`src/rtl/agc_gain_update.sv`:
```
// ---------------------------------------------------------------------------
// agc_gain_update
//   Gain-update stage of an automatic gain control loop. Each accepted
//   accumulated level produces one first-order loop step:
//     err  = REF_LEVEL - level            (16-bit signed)
//     step = err >>> MU_SHIFT             (floor toward minus infinity)
//     gain = clamp(gain + step, GAIN_MIN, GAIN_MAX)
//   The update is spread over a four-state FSM (IDLE, CALC, SCALE, UPDATE),
//   so the new gain appears three cycles after the accepting edge.
//
// Optional feature (compile-time macro AGC_LOCK_DETECT_EN):
//   When defined, a saturating counter tracks consecutive updates with
//   |err| <= LOCK_TOL and o_locked is high while it is >= LOCK_CNT.
//   When undefined, no counter is built and o_locked is tied low.
//
// Ports
//   i_clk      in   1   clock, all state on the rising edge
//   i_rst      in   1   asynchronous active-high reset
//   i_valid    in   1   strobe: i_num carries a new accumulated level
//   i_num      in  15   unsigned accumulated level
//   o_gain     out 12   current gain, unsigned Q2.10, registered
//   o_valid    out  1   one-cycle pulse: o_gain just updated
//   o_busy     out  1   high while an update is in flight (state != IDLE)
//   o_overrun  out  1   one-cycle pulse: i_valid arrived while busy, dropped
//   o_locked   out  1   loop settled indicator
// ---------------------------------------------------------------------------
module agc_gain_update #(
  parameter logic [14:0] REF_LEVEL = 15'd8192,
  parameter int          MU_SHIFT  = 4,
  parameter logic [11:0] GAIN_INIT = 12'd1024,
  parameter logic [11:0] GAIN_MIN  = 12'd16,
  parameter logic [11:0] GAIN_MAX  = 12'd4095,
  parameter logic [14:0] LOCK_TOL  = 15'd256,
  parameter int          LOCK_CNT  = 4
) (
  input  logic        i_clk,
  input  logic        i_rst,
  input  logic        i_valid,
  input  logic [14:0] i_num,
  output logic [11:0] o_gain,
  output logic        o_valid,
  output logic        o_busy,
  output logic        o_overrun,
  output logic        o_locked
);

  typedef enum logic [1:0] {
    IDLE   = 2'd0,
    CALC   = 2'd1,
    SCALE  = 2'd2,
    UPDATE = 2'd3
  } state_t;

  state_t             r_state;
  logic [14:0]        r_level;
  logic signed [15:0] r_err;
  logic signed [15:0] r_step;
  logic [11:0]        r_gain;
  logic               r_valid;
  logic               r_overrun;

  logic signed [15:0] w_err;
  logic signed [16:0] w_sum;
  logic [11:0]        w_gain_next;

  // Both operands are 15-bit unsigned, so the 16-bit signed difference
  // cannot overflow.
  // NOTE: every combinational output gets a default first so no path
  // leaves it unassigned, which would infer a latch.
  always_comb begin
    w_err       = $signed({1'b0, REF_LEVEL}) - $signed({1'b0, r_level});
    w_sum       = $signed({5'b0, r_gain}) + $signed({r_step[15], r_step});
    w_gain_next = w_sum[11:0];
    if (w_sum < $signed({5'b0, GAIN_MIN})) begin
      w_gain_next = GAIN_MIN;
    end else if (w_sum > $signed({5'b0, GAIN_MAX})) begin
      w_gain_next = GAIN_MAX;
    end
  end

  // NOTE: sequential state uses non-blocking assignments so every register
  // samples pre-edge values regardless of statement order.
  always_ff @(posedge i_clk or posedge i_rst) begin
    if (i_rst) begin
      r_state   <= IDLE;
      r_level   <= '0;
      r_err     <= '0;
      r_step    <= '0;
      r_gain    <= GAIN_INIT;
      r_valid   <= 1'b0;
      r_overrun <= 1'b0;
    end else begin
      r_valid   <= 1'b0;
      // A strobe seen while an update is in flight is dropped and flagged;
      // the in-flight update carries on untouched.
      r_overrun <= i_valid && (r_state != IDLE);
      case (r_state)
        IDLE: begin
          if (i_valid) begin
            r_level <= i_num;
            r_state <= CALC;
          end
        end
        CALC: begin
          r_err   <= w_err;
          r_state <= SCALE;
        end
        SCALE: begin
          r_step  <= r_err >>> MU_SHIFT;
          r_state <= UPDATE;
        end
        UPDATE: begin
          r_gain  <= w_gain_next;
          r_valid <= 1'b1;
          r_state <= IDLE;
        end
        default: r_state <= IDLE;
      endcase
    end
  end

`ifdef AGC_LOCK_DETECT_EN
  localparam int CNT_W = $clog2(LOCK_CNT + 1);
  localparam logic [CNT_W-1:0] CNT_LIM = CNT_W'(LOCK_CNT);

  logic [CNT_W-1:0]   r_lock_cnt;
  logic               r_locked;
  logic signed [15:0] w_abs_err;
  logic               w_in_band;
  logic [CNT_W-1:0]   w_cnt_next;

  // r_err still holds this update's error while in UPDATE; its most
  // negative value is 8192-32767, so negation cannot overflow.
  always_comb begin
    w_abs_err  = r_err[15] ? -r_err : r_err;
    w_in_band  = w_abs_err <= $signed({1'b0, LOCK_TOL});
    w_cnt_next = '0;
    if (w_in_band) begin
      w_cnt_next = (r_lock_cnt == CNT_LIM) ? r_lock_cnt : r_lock_cnt + 1'b1;
    end
  end

  // Updated on the same edge as o_gain, so o_locked moves with o_valid.
  always_ff @(posedge i_clk or posedge i_rst) begin
    if (i_rst) begin
      r_lock_cnt <= '0;
      r_locked   <= 1'b0;
    end else if (r_state == UPDATE) begin
      r_lock_cnt <= w_cnt_next;
      r_locked   <= w_cnt_next >= CNT_LIM;
    end
  end

  assign o_locked = r_locked;
`else
  assign o_locked = 1'b0;
`endif

  assign o_gain    = r_gain;
  assign o_valid   = r_valid;
  assign o_busy    = (r_state != IDLE);
  assign o_overrun = r_overrun;

endmodule

```
`config.mk`:
```
export PLATFORM = sky130hd
export DESIGN_NAME = agc_gain_update
export DESIGN_NICKNAME = d
export VERILOG_FILES = /design/src/rtl/agc_gain_update.sv
export SDC_FILE = /design/constraint.sdc
export NUM_CORES = 1
export LEC_CHECK = 0
export BUFFER_PORTS_ARGS = -buffer_cell sky130_fd_sc_hd__buf_4
export CORE_UTILIZATION = 27
export DETAILED_ROUTE_END_ITERATION = 10
export HOLD_SLACK_MARGIN = 0.06
export PLACE_DENSITY = 0.43
export REMOVE_ABC_BUFFERS = 1
export SLEW_MARGIN = 20
export SYNTH_ARGS = -nofsm -noshare
export SYNTH_HDL_FRONTEND = slang
export SYNTH_SLANG_ARGS = --single-unit
```
`constraint.sdc`:
```
create_clock -name i_clk -period 3.7 [get_ports i_clk]
set_input_delay 0.185 -clock i_clk [delete_from_list [all_inputs] [get_ports i_clk]]
set_output_delay 0.185 -clock i_clk [all_outputs]
set_load 0.02 [all_outputs]
```
Word level (Yosys, flattened, before mapping)
Cells that the tools add are included.

Input port bits: 18. Register bits: 59. Word-level logic and storage cells: 24. Output and inout bits: 16.

$add $sub $neg: 2. Equality and inequality tests: 4. Reduce and logical (&&, ||, !) cells: 4. Muxes and demuxes: 5. Magnitude comparators: 2.

Operator list (count): 12-bit two-way mux (2); 14-bit by 15-bit subtractor with 16-bit output, first input constant (1); 13-bit by 12-bit adder with 14-bit output (1); 14-bit by 13-bit greater-than comparator with 1-bit output, second input constant (1); 14-bit by 6-bit < comparator with 1-bit output, second input constant (1); 2-bit case mux with 4 select lines (1); 2-bit == test, second input constant (2); 2-bit by 1-bit == test with 1-bit output, second input constant (1); 2-bit zero test (1); 2-bit two-way mux (1); 2-bit inequality test, second input constant (1); 2-bit AND reduction (1); 2-bit nonzero test (1); 1-bit logical AND (1); 1-bit two-way mux (1).

Depth between registers and ports, before layout
Gate-level depths: netlist (run 1).

Depth after elaboration: 4. Depth in mapped cells: 10. Mapped depth without buffers: 10.

Worst setup path after synthesis (run 1)
No wires, ideal clock.

Path type: reg-to-reg. Start: register r_gain[0], in the netlist o_gain[0]. End: register r_gain[0], in the netlist o_gain[0]. Stages on the path, launching flop included: 11. Clock period less this slack: 2.794 ns. Data required time: 3.548 ns. Slack: 0.906 ns. Library setup time: 0.152 ns. Arrival time: 2.641 ns. Path buffers: 0. Cells stage by stage: dfrtp_1 > ha_1 > inv_1 > fa_1 > nor2b_1 > o31a_1 > nor2_1 > xnor2_1 > or4b_1 > o41ai_2 > o221ai_1.

Longest elaborated chain between the ends: 4. Elaborated cells between the ends (all ways): 5. Those cells by class: add/sub: 1; order compare: 2; mux: 2.

RTL lines: start, declared (line 58) `logic [11:0] r_gain;`; start signal, assigned (line 113) `r_gain <= w_gain_next;`; 13-bit by 12-bit adder with 14-bit output (*) (line 72) `w_sum = $signed({5'b0, r_gain}) + $signed({r_step[15], r_step});`; 14-bit by 13-bit greater-than comparator with 1-bit output (line 76) `end else if (w_sum > $signed({5'b0, GAIN_MAX})) begin`; 12-bit two-way mux (line 76); 12-bit two-way mux (*) (line 74) `if (w_sum < $signed({5'b0, GAIN_MIN})) begin`.

Mark *: on every way between the ends. The rest lies on a longest branch, timed or not. A chain may end at the register's enable or synchronous reset.

Worst setup path after layout (run 1)
Start: register r_gain[0], in the netlist o_gain[0]. End: register r_gain[1], in the netlist o_gain[1].

The elaborated chain is that of the path after synthesis.

==> impl_metrics.toml, run 1 <==
[sta]
skew_ns = 0.00991
hold_viol = 0
period_needed_ns = 2.96
slew_violations = 0
worst_pin_slew_ns = 0.842
fmax_ghz = 0.338
fin_crit_sh_pct = 80.0
relSlewSlack_pct = 43.8
finalSetupViolations = 0
timing.setup.tns_ns = 0
holdWs_ns = 0.0326
rsz0062_at_grt = "false"

[setup_path]
path_cells = "ha_1 -> inv_1 -> fa_1 -> nor2b_1 -> o31a_1 -> nor2_1 -> xnor2_1 -> or4b_1 -> o41ai_2 -> o221ai_1"
slowest_delay_ns = 0.53
critical-path-slowest-cell = "or4b_1"
path_max_fanout = 5
criticalPathCategory = "register to register"
cp.required_ns = 3.87
arrival_ns = 3.13
rr_endpoint = "o_gain[1]"
r2r_cells = 10
rrSetupSlack_ns = 0.74
endpoint_kind = "register"
start_kind = "register"
r2r_start = "o_gain[0]"

[route]
num_vias = 1898
drt_wl_total_mm = 5.51
firstDrtPassIters = 4
drc = 0
drt_iter0_drc = 74
drtAntennaViolNets = 0
routed_via_density = 4.42
wl_per_cell_um = 12.9

[logic_synthesis]
async_flop_share_pct = 100
synth_area_um2 = 2910
syn_inst = 257
synth-main-ff-cell = "dfrtp_1"
ys_ff_latch = 55
yosysWarnings = 0
synth_largest_area_cell = "dfrtp_1"
syn_area_per_cell_um2 = 11.3
ys_seq_area_share_pct = 47.4
synth_edf_count = 0
synth_top_cell_area_share_pct = 46.5
yosysUniqueCellTypes = 44
synth_area_leaders = "dfrtp_1 46%, mux2_2 12%, ha_1 7.3%, o21ai_0 4.1%, inv_1 2.7%"

[floorplanning]
fp-row-count = 37
pin_count = 34
die_area_um2 = 11200
initial_core_util_pct = 28.0
die_h_um = 106
die_x_um = 106
core_um2 = 10400

[global_routing]
antenna_found_initial = 0
grt.total_usage_pct = 10.9
first_global_vias = 1949
grt_pass1_wl_mm = 9.76
overflow = 0
grt_start_max_net_pins = 42

[cells_and_area]
syn2layout_area_growth_pct = 17.9
drive_gt1_share_pct = 27.3
fin_nets = 328
final_cell_area_um2 = 3430
num_antenna_cells = 0

[clock_network]
cts_max_level = 2
clockRootBuffer = "clkbuf_8"
cts_buffers = 5
clkSinkCount = 55
clk_pin_slew_ns = 0.11
cts_tree = "done"
clk_latency_ns = 0.31
post_cts_buffers = 0
cts_buffer_depth = 2

[placed_design]
gp_congestion = 0.764
post-dp-hpwl_mm = 4.23
io_buffers = 32
placed_area_um2 = 3300

[power]
p_per_area_nw_per_um2 = 893
ir_drop_uv = 252
p_leak_nw = 1.49

[worst_hold_path]
hold_class = "input port to asynchronous set/reset pin"

[status]
status = "complete, no violations"

[run]
maxCapViolCount = 0
[sequential cells by signal (all words and copies together), names as in the netlist]
register / count
o_gain: 12
r_step: 12
r_state: 2
r_err: 12
r_level: 15
o_overrun: 1
o_valid: 1
[cell usage after synthesis (2+ instances only)]
cell,n
dfrtp_1,54
mux2_2,32
o21ai_0,24
inv_1,21
ha_1,17
nor2_1,14
a21oi_1,10
xor2_1,9
xnor2_1,7
nor2b_1,6
clkbuf_1,5
nand2_1,5
o221ai_1,5
a21o_1,3
nand3_1,3
o21a_1,3
or3_1,3
a211oi_1,2
a21boi_0,2
and2_1,2
mux2i_1,2
nand2b_1,2
o211ai_1,2
o31a_1,2
o31ai_1,2
or4b_1,2
[timing repair]
action                    4_1_cts  5_1_grt
resized for setup               0        0
hold buffers                    1        0
hold endpoints to repair        1        0
[cells in the final DEF, fill, tap and decap left out, drive strengths merged, types with 2 or more instances in the layout]
| cell type | count |
|---|---|
| a211oi | 2 |
| buf | 34 |
| ha | 17 |
| clkbuf | 5 |
| a21oi | 10 |
| a21o | 3 |
| nand3 | 3 |
| o211ai | 2 |
| o31a | 2 |
| or4b | 2 |
| nand2b | 2 |
| o21a | 3 |
| or3 | 4 |
| xnor2 | 7 |
| xor2 | 9 |
| nor2 | 14 |
| mux2 | 32 |
| nor2b | 6 |
| mux2i | 2 |
| dfrtp | 54 |
| and2 | 2 |
| nand2 | 5 |
| o21ai | 24 |
| o31ai | 2 |
| inv | 22 |
| o221ai | 5 |
| a21boi | 2 |
[worst max-delay path, delay by kind of cell (launching register included)]
family | cells | cell delay, ns
AND/OR/NAND/NOR | 3 | 0.77
buffers and inverters | 1 | 0.06
adder cells (fa/ha/maj) | 2 | 0.60
XOR/XNOR | 1 | 0.13
AO/OA/AOI/OAI | 3 | 0.85
flip-flops | 1 | 0.39
[worst max path at each step]
stage | slack [ns] | depth (start not counted) | to | startpoint
after floorplan | 0.91 | 10 | o_gain[0] | o_gain[0]
after global placement | 0.73 | 10 | o_gain[0] | o_gain[0]
after global routing | 0.54 | 10 | o_gain[2] | o_gain[0]
after CTS | 0.69 | 10 | o_gain[1] | o_gain[0]
final | 0.74 | 10 | o_gain[1] | o_gain[0]
after detailed placement | 0.70 | 10 | o_gain[0] | o_gain[0]
[cell type report]
cell class                 instances  area [um^2]
clock buffer                       5         68.8
timing repair buffer              35          265
clock inverter                     3         47.5
inverter                          21         78.8
tap                              136          170
fill                            1094         6940
sequential                        55         1380
multi-input combinational        174         1420
[kinds of logic (layout without fill, tap and decap cells)]
family,count (synthesis),in the layout,synth area share [%]
compound gates,62,62,14.0
mux,34,34,13.1
flops,55,55,47.4
buf+inv,28,64,3.79
other cells,1,1,0.129
xor+xnor,16,16,4.82
simple gates,43,43,8.82
fa+ha+maj,18,18,8.00
[routing by layer]
layer / GRT usage, % / routed length [um]
met1: 15.0 / 2810
met2: 17.6 / 2500
met3: 1.73 / 128
met4: 3.27 / 80
met5: 0 / 0
[report_power, final]
group | switching, W | leakage [nW] | internal [W]
clock network | 0.000216 | 0.0587 | 0.000206
logic | 0.000785 | 0.781 | 0.000756
registers | 0.000213 | 0.653 | 0.000886
[metrics by stage]
step | cells | total power (W) | setup WS [ns] | util [%]
6_report | 429 | 0.00306 | 0.739 | 33.1
5_1_grt | 429 | 0.00337 | 0.545 | 33.1
4_1_cts | 429 | 0.00312 | 0.687 | 33.1
3_5_place_dp | 420 | 0.00268 | 0.704 | 31.8
3_3_place_gp | 420 | 0.00266 | 0.734 | 31.8
2_1_floorplan | 250 | 0.00227 | 0.906 | -
(Power assumes the default switching activity.)
==> run 2, diff against run 1 <==
- ABC_AREA: default -> 1
- clock period: 3.7 -> 2.8 ns (I/O delays scaled with it)
==> run 2 against run 1 <==
Compared with the run above: cell area rose by 10%; register-to-register slack got worse by 0.39 ns; largest power group unchanged; via count rose by 37%; setup slack got worse by 0.39 ns; clock power rose by 47%.
==> impl_metrics.toml, run 2 <==
[setup_path]
arrival_ns = 2.62
r2r_cells = 15
path_max_fanout = 11
cp.required_ns = 2.97
endpoint_kind = "register"
start_kind = "register"
criticalPathCategory = "register to register"

[sta]
slew_violations = 0
period_needed_ns = 2.45
relSlewSlack_pct = 49.3
hold_viol = 0
finalSetupViolations = 0
fin_crit_sh_pct = 87.4
skew_ns = 0.00552
holdWs_ns = 0.0722
rsz0062_at_grt = "false"
fmax_ghz = 0.408
timing.setup.tns_ns = 0
setup_ws_ns = 0.352
worst_pin_slew_ns = 0.758

[logic_synthesis]
ys_seq_area_share_pct = 42.4
synth_edf_count = 0
synth_largest_area_cell = "dfrtp_1"
synth-main-ff-cell = "dfrtp_1"
yosysWarnings = 0
synth.most_common_cell = "nand2_1"
syn_area_per_cell_um2 = 7.82
yosysUniqueCellTypes = 34
ys_ff_latch = 55
syn_inst = 415
synth_top_cell_area_share_pct = 41.6
synthTopCellsByCount = "109 x nand2_1, 54 x dfrtp_1, 53 x inv_1, 38 x nor2_1"
synth_area_um2 = 3250
synth_area_leaders = "dfrtp_1 42%, nand2_1 13%, ha_1 6.6%, inv_1 6.1%, a21oi_1 5.1%"
async_flop_share_pct = 100

[power]
clkPwrFrac_pct = 13.1
ir_drop_uv = 381
p_per_area_nw_per_um2 = 1250
swShare_pct = 46.5
switching_power_w = 0.00220
seq_power_share_pct = 29.9
intPower_w = 0.00254
p_comb_share_pct = 57.1
p_leak_nw = 1.98

[route]
drt_wl_total_mm = 7.32
firstDrtPassIters = 4
drtAntennaViolNets = 0
num_vias = 2600
drc = 0
drt_iter0_drc = 141
routed_via_density = 4.40
wl_per_cell_um = 12.4

[floorplanning]
pin_count = 34
fp-row-count = 39
core_um2 = 11600
die_x_um = 112
initial_core_util_pct = 28.1
die_area_um2 = 12500
die_h_um = 112

[cells_and_area]
fin_nets = 484
syn2layout_area_growth_pct = 16.7
top_register = "r_level"
layout.cells.non_filler = 591
postLayoutCoreUtil_pct = 32.7
largest_register_ffs = 15
num_antenna_cells = 0
drive_gt1_share_pct = 17.9
final_cell_mix = "109 x nand2_1, 54 x dfrtp_1, 52 x inv_1"
final_common_cell = "nand2_1"

[status]
status = "complete, no violations"

[global_routing]
overflow = 0
first_global_vias = 2566
grt.total_usage_pct = 12.4
grt_pass1_wl_mm = 12.5
antenna_found_initial = 0
grt_start_max_net_pins = 41

[clock_network]
clk_pin_slew_ns = 0.07
cts_tree = "done"
clockRootBuffer = "clkbuf_16"
cts_buffers = 5
clk_latency_ns = 0.29
cts_buffer_depth = 2
clkSinkCount = 55
cts_max_level = 2

[placed_design]
place_inst = 583
post-dp-hpwl_mm = 5.66
io_buffers = 32
gp_congestion = 0.783
preCtsSetupSlack_ns = 0.261

[worst_hold_path]
worstHoldPathCells = 3
hold_class = "input port to register"

[run]
maxCapViolCount = 0
-- run 2: cell count changes after synthesis, moves of 7 or more --
cell	delta
nand3_1	+30
xor2_1	-7
nand2_1	+104
a21oi_1	+23
nor2_1	+24
nand2_2	+7
mux2_2	-21
o21ai_0	-15
inv_1	+32
-- run 2: final cells by class --
cell class | count | area (um^2)
well taps | 143 | 179
multi-input cells | 294 | 1600
clock buffers | 6 | 139
flip-flops and latches | 55 | 1380
inverters | 55 | 206
clock inverters | 1 | 5.00
repair buffers | 37 | 280
fillers | 1242 | 7780
-- run 2: cells by family (layout without fill, tap and decap cells) --
| family | count (synthesis) | count (layout) | share of synthesized area (%) |
|---|---|---|---|
| flip-flops | 55 | 55 | 42.4 |
| buffers and inverters | 66 | 99 | 8.44 |
| multiplexers | 11 | 11 | 3.82 |
| AND/OR/NAND/NOR | 210 | 210 | 28.6 |
| other | 1 | 1 | 0.116 |
| XOR/XNOR | 3 | 3 | 0.810 |
| AO/OA/AOI/OAI | 51 | 51 | 8.64 |
| adder cells (fa/ha/maj) | 18 | 18 | 7.17 |
-- run 2: worst paths after layout --
kind	from	endpoint	slack [ns]
setup reg to reg	o_gain[0]	o_gain[8]	0.35
hold reg to reg	r_err[9]	r_err[9]	0.48
setup / recovery	o_gain[0]	o_gain[8]	0.35
hold / removal	i_valid	o_overrun	0.07
min in group asynchronous	i_rst	r_level[3]	0.37
max in group asynchronous	i_rst	o_gain[10]	1.58
-- run 2: stage by stage --
step           total power [W]  cell area, um^2
3_3_place_gp           0.00412             3630
5_1_grt                0.00523             3790
3_5_place_dp           0.00414             3630
6_report               0.00474             3790
4_1_cts                0.00479             3780
2_1_floorplan          0.00339             3180
-- run 2: timing repair --
action / CTS / global route
setup buffers: 0 / 0
endpoints found under the hold margin: 15 / 0
resized for setup: 0 / 1
hold buffers: 1 / 0
setup endpoints to repair: 0 / 11
-- run 2: power by group through the flow --
| stage | Clock, W | Combinational [W] | Sequential [W] |
|---|---|---|---|
| 2_1_floorplan | 0 | 0.00194 | 0.00144 |
| 3_3_place_gp | 0 | 0.00270 | 0.00143 |
| 3_5_place_dp | 0 | 0.00270 | 0.00144 |
| 4_1_cts | 0.000647 | 0.00272 | 0.00142 |
| 5_1_grt | 0.000675 | 0.00308 | 0.00147 |
| 6_report | 0.000620 | 0.00271 | 0.00142 |
-- run 2: layer usage --
layer	global-route usage [%]	vias to the layer above	share of wire, %
met2	20.5	33	46
met3	1.52	8	1.8
met5	0	-	0
li1	-	1381	-
met1	17.0	1178	51
met4	3.24	0	1.3
-- run 2: critical path: stages, from the launching register on --
cell and delay, ns:
dfrtp_1 0.37, ha_1 0.18, inv_1 0.05, fa_1 0.40
inv_1 0.10, nand3_1 0.08, nand3_2 0.10, nand2_1 0.07
nand2_1 0.10, nand2_1 0.06, nand2_1 0.09, nand3_1 0.11
nor2_1 0.15, nand3_2 0.26, nand3_1 0.15, nand2_1 0.07
==> run 3, diff against run 2 <==
- CORE_UTILIZATION: 27 -> 53
- PLACE_DENSITY: 0.43 -> 0.76
- clock period: 2.8 -> 2.16 ns (I/O delays scaled with it)
==> run 3 against run 2 <==
Compared with the run above: fmax up 12%; the flow now finishes with violations (setup timing); first-iteration DRC count rose by 49%; largest power group unchanged; power up 42%.
==> impl_metrics.toml, run 3 (same netlist as run 2, synthesis figures left out) <==
[sta]
slew_violations = 0
skew_ns = 0.00847
fin_crit_sh_pct = 101
finalSetupViolations = 7
setup_ws_ns = -0.0241
hold_viol = 0
fmax_ghz = 0.458
timing.setup.tns_ns = -0.114
relSlewSlack_pct = 64.5
worst_pin_slew_ns = 0.532
period_needed_ns = 2.18
rsz0062_at_grt = "true"

[route]
drc = 0
num_vias = 2844
dr_wl_met2_mm = 3.72
drt_wl_total_mm = 7.27
drtAntennaViolNets = 0
wl_per_cell_um = 13.1
firstDrtPassIters = 4
routed_via_density = 5.13
wl_met1_mm = 3.14
drt_iter0_drc = 210
dr.max_layer_used = "met4"
wl_met3_um = 231

[placed_design]
post-dp-hpwl_mm = 5.25
gp_congestion = 0.852
preCtsSetupSlack_ns = -0.156
io_buffers = 32
place_inst = 526

[setup_path]
r2r_cells = 13
critical-path-slowest-cell = "dfrtp_1"
criticalPathCategory = "register to register"
arrival_ns = 2.39
path_cells = "ha_1 -> nand2_2 -> nor2_2 -> nand3_1 -> nand2_1 -> nand2_1 -> nand2_1 -> nand3_2 -> nor2_2 -> nand3_2 -> buf_6 -> nand3_1 -> nand2_1"
slowest_delay_ns = 0.44
cp.required_ns = 2.37
rrSetupSlack_ns = -0.02
r2r_start = "o_gain[4]"
crit_top_cell = "nand2_1"
path_max_fanout = 6
endpoint_kind = "register"
rr_endpoint = "o_gain[1]"
start_kind = "register"

[clock_network]
cts_buffers = 5
cts_buffer_depth = 2
clk_pin_slew_ns = 0.10
cts_max_level = 2
cts_tree = "done"
clockRootBuffer = "clkbuf_8"
clk_latency_ns = 0.31
clkSinkCount = 55

[global_routing]
first_global_vias = 2758
grt_pass1_wl_mm = 12.0
antenna_found_initial = 0
grt_start_max_net_pins = 26
overflow = 0
grt.total_usage_pct = 24.5

[power]
p_per_area_nw_per_um2 = 1650
p_leak_nw = 2.11
swShare_pct = 46.1
finalPower_w = 0.00673
clkPwrFrac_pct = 11.7
intPower_w = 0.00363
ir_drop_uv = 773
switching_power_w = 0.00310
seq_power_share_pct = 27.5
p_comb_share_pct = 60.9

[cells_and_area]
top_register = "r_level"
num_antenna_cells = 0
fin_nets = 514
syn2layout_area_growth_pct = 26.0
largest_register_ffs = 15
final_cell_mix = "103 x nand2_1, 54 x dfrtp_1, 52 x buf_4"
multiInputGateArea_um2 = 1740
seqCellArea_um2 = 1380
postLayoutCoreUtil_pct = 69.1
layout.cells.non_filler = 554
final_common_cell = "nand2_1"
fillCellCount = 478
drive_gt1_share_pct = 26.7

[worst_hold_path]
whs_endpoint = "r_level[8]"
hp-start = "i_num[8]"
worstHoldPathCells = 3
hold_class = "input port to register"

[run]
maxCapViolCount = 0

[floorplanning]
die_h_um = 80.3
fp-row-count = 28
die_area_um2 = 6440
die_x_um = 80.3
core_um2 = 5920
pin_count = 34
initial_core_util_pct = 54.8

[status]
status = "finished, violations left"
violations = "setup timing"
run 3: changes by cell type in the layout (fill, tap and decap cells not counted), sizes merged:
cell / delta
bufinv: +2
dlygate4sd3: +12
clkinv: -1
buf: +18
run 3: power by group through the flow:
stage	registers (W)	logic [W]	clock network, W
detailed placement	0.00183	0.00361	0
global route	0.00191	0.00456	0.000842
finish	0.00185	0.00410	0.000784
floorplan	0.00187	0.00252	0
CTS	0.00183	0.00384	0.000805
global placement	0.00181	0.00349	0
run 3: timing repair:
action / CTS / global route
endpoints found under the hold margin: 35 / 0
pin swaps: 1 / 4
gates resized for setup: 15 / 21
gates cloned: 1 / 0
setup endpoints to repair: 12 / 12
buffers inserted: 4 / 2
hold buffers: 13 / 0
run 3: area by class of cell:
type / instances / share of cell area (%)
clock buffer: 6 / 1.77
clock inverter: 2 / 1.47
inverter: 55 / 5.05
multi-input combinational: 294 / 42.4
sequential: 55 / 33.7
tap: 75 / 2.29
timing repair buffer: 67 / 13.3
run 3: through the flow:
stage	hold slack, ns	cell area, um^2
final	0.0611	4090
after global routing	0.0630	4090
after CTS	0.0628	4000
after detailed placement	0.178	3620
after global placement	0.169	3620
after floorplan	0.209	3180
run 3: metal layers:
| metal | GRT usage, % | up-vias |
|---|---|---|
| met3 | 3.41 | 17 |
| met4 | 8.04 | 0 |
| met5 | 0 | - |
| met1 | 30.7 | 1326 |
| li1 | - | 1442 |
| met2 | 43.2 | 59 |
run 3: critical path, delay by kind of cell, from the launching register on:
family / cells / cell delay [ns]
fa+ha+maj: 1 / 0.39
flops: 1 / 0.44
simple gates: 11 / 1.09
buf+inv: 1 / 0.16
run 3: how the worst max path moves through the flow:
stage                 endpoint  slack (ns)      start  depth (start not counted)
finish               o_gain[1]       -0.02  o_gain[4]                         13
global route        o_gain[11]       -0.19  r_step[0]                         16
CTS                 o_gain[11]      -0.005  o_gain[0]                         16
detailed placement   o_gain[0]       -0.16  r_step[0]                         16
global placement     o_gain[8]      -0.003  o_gain[0]                         15
floorplan            o_gain[0]       -0.10  o_gain[0]                         15
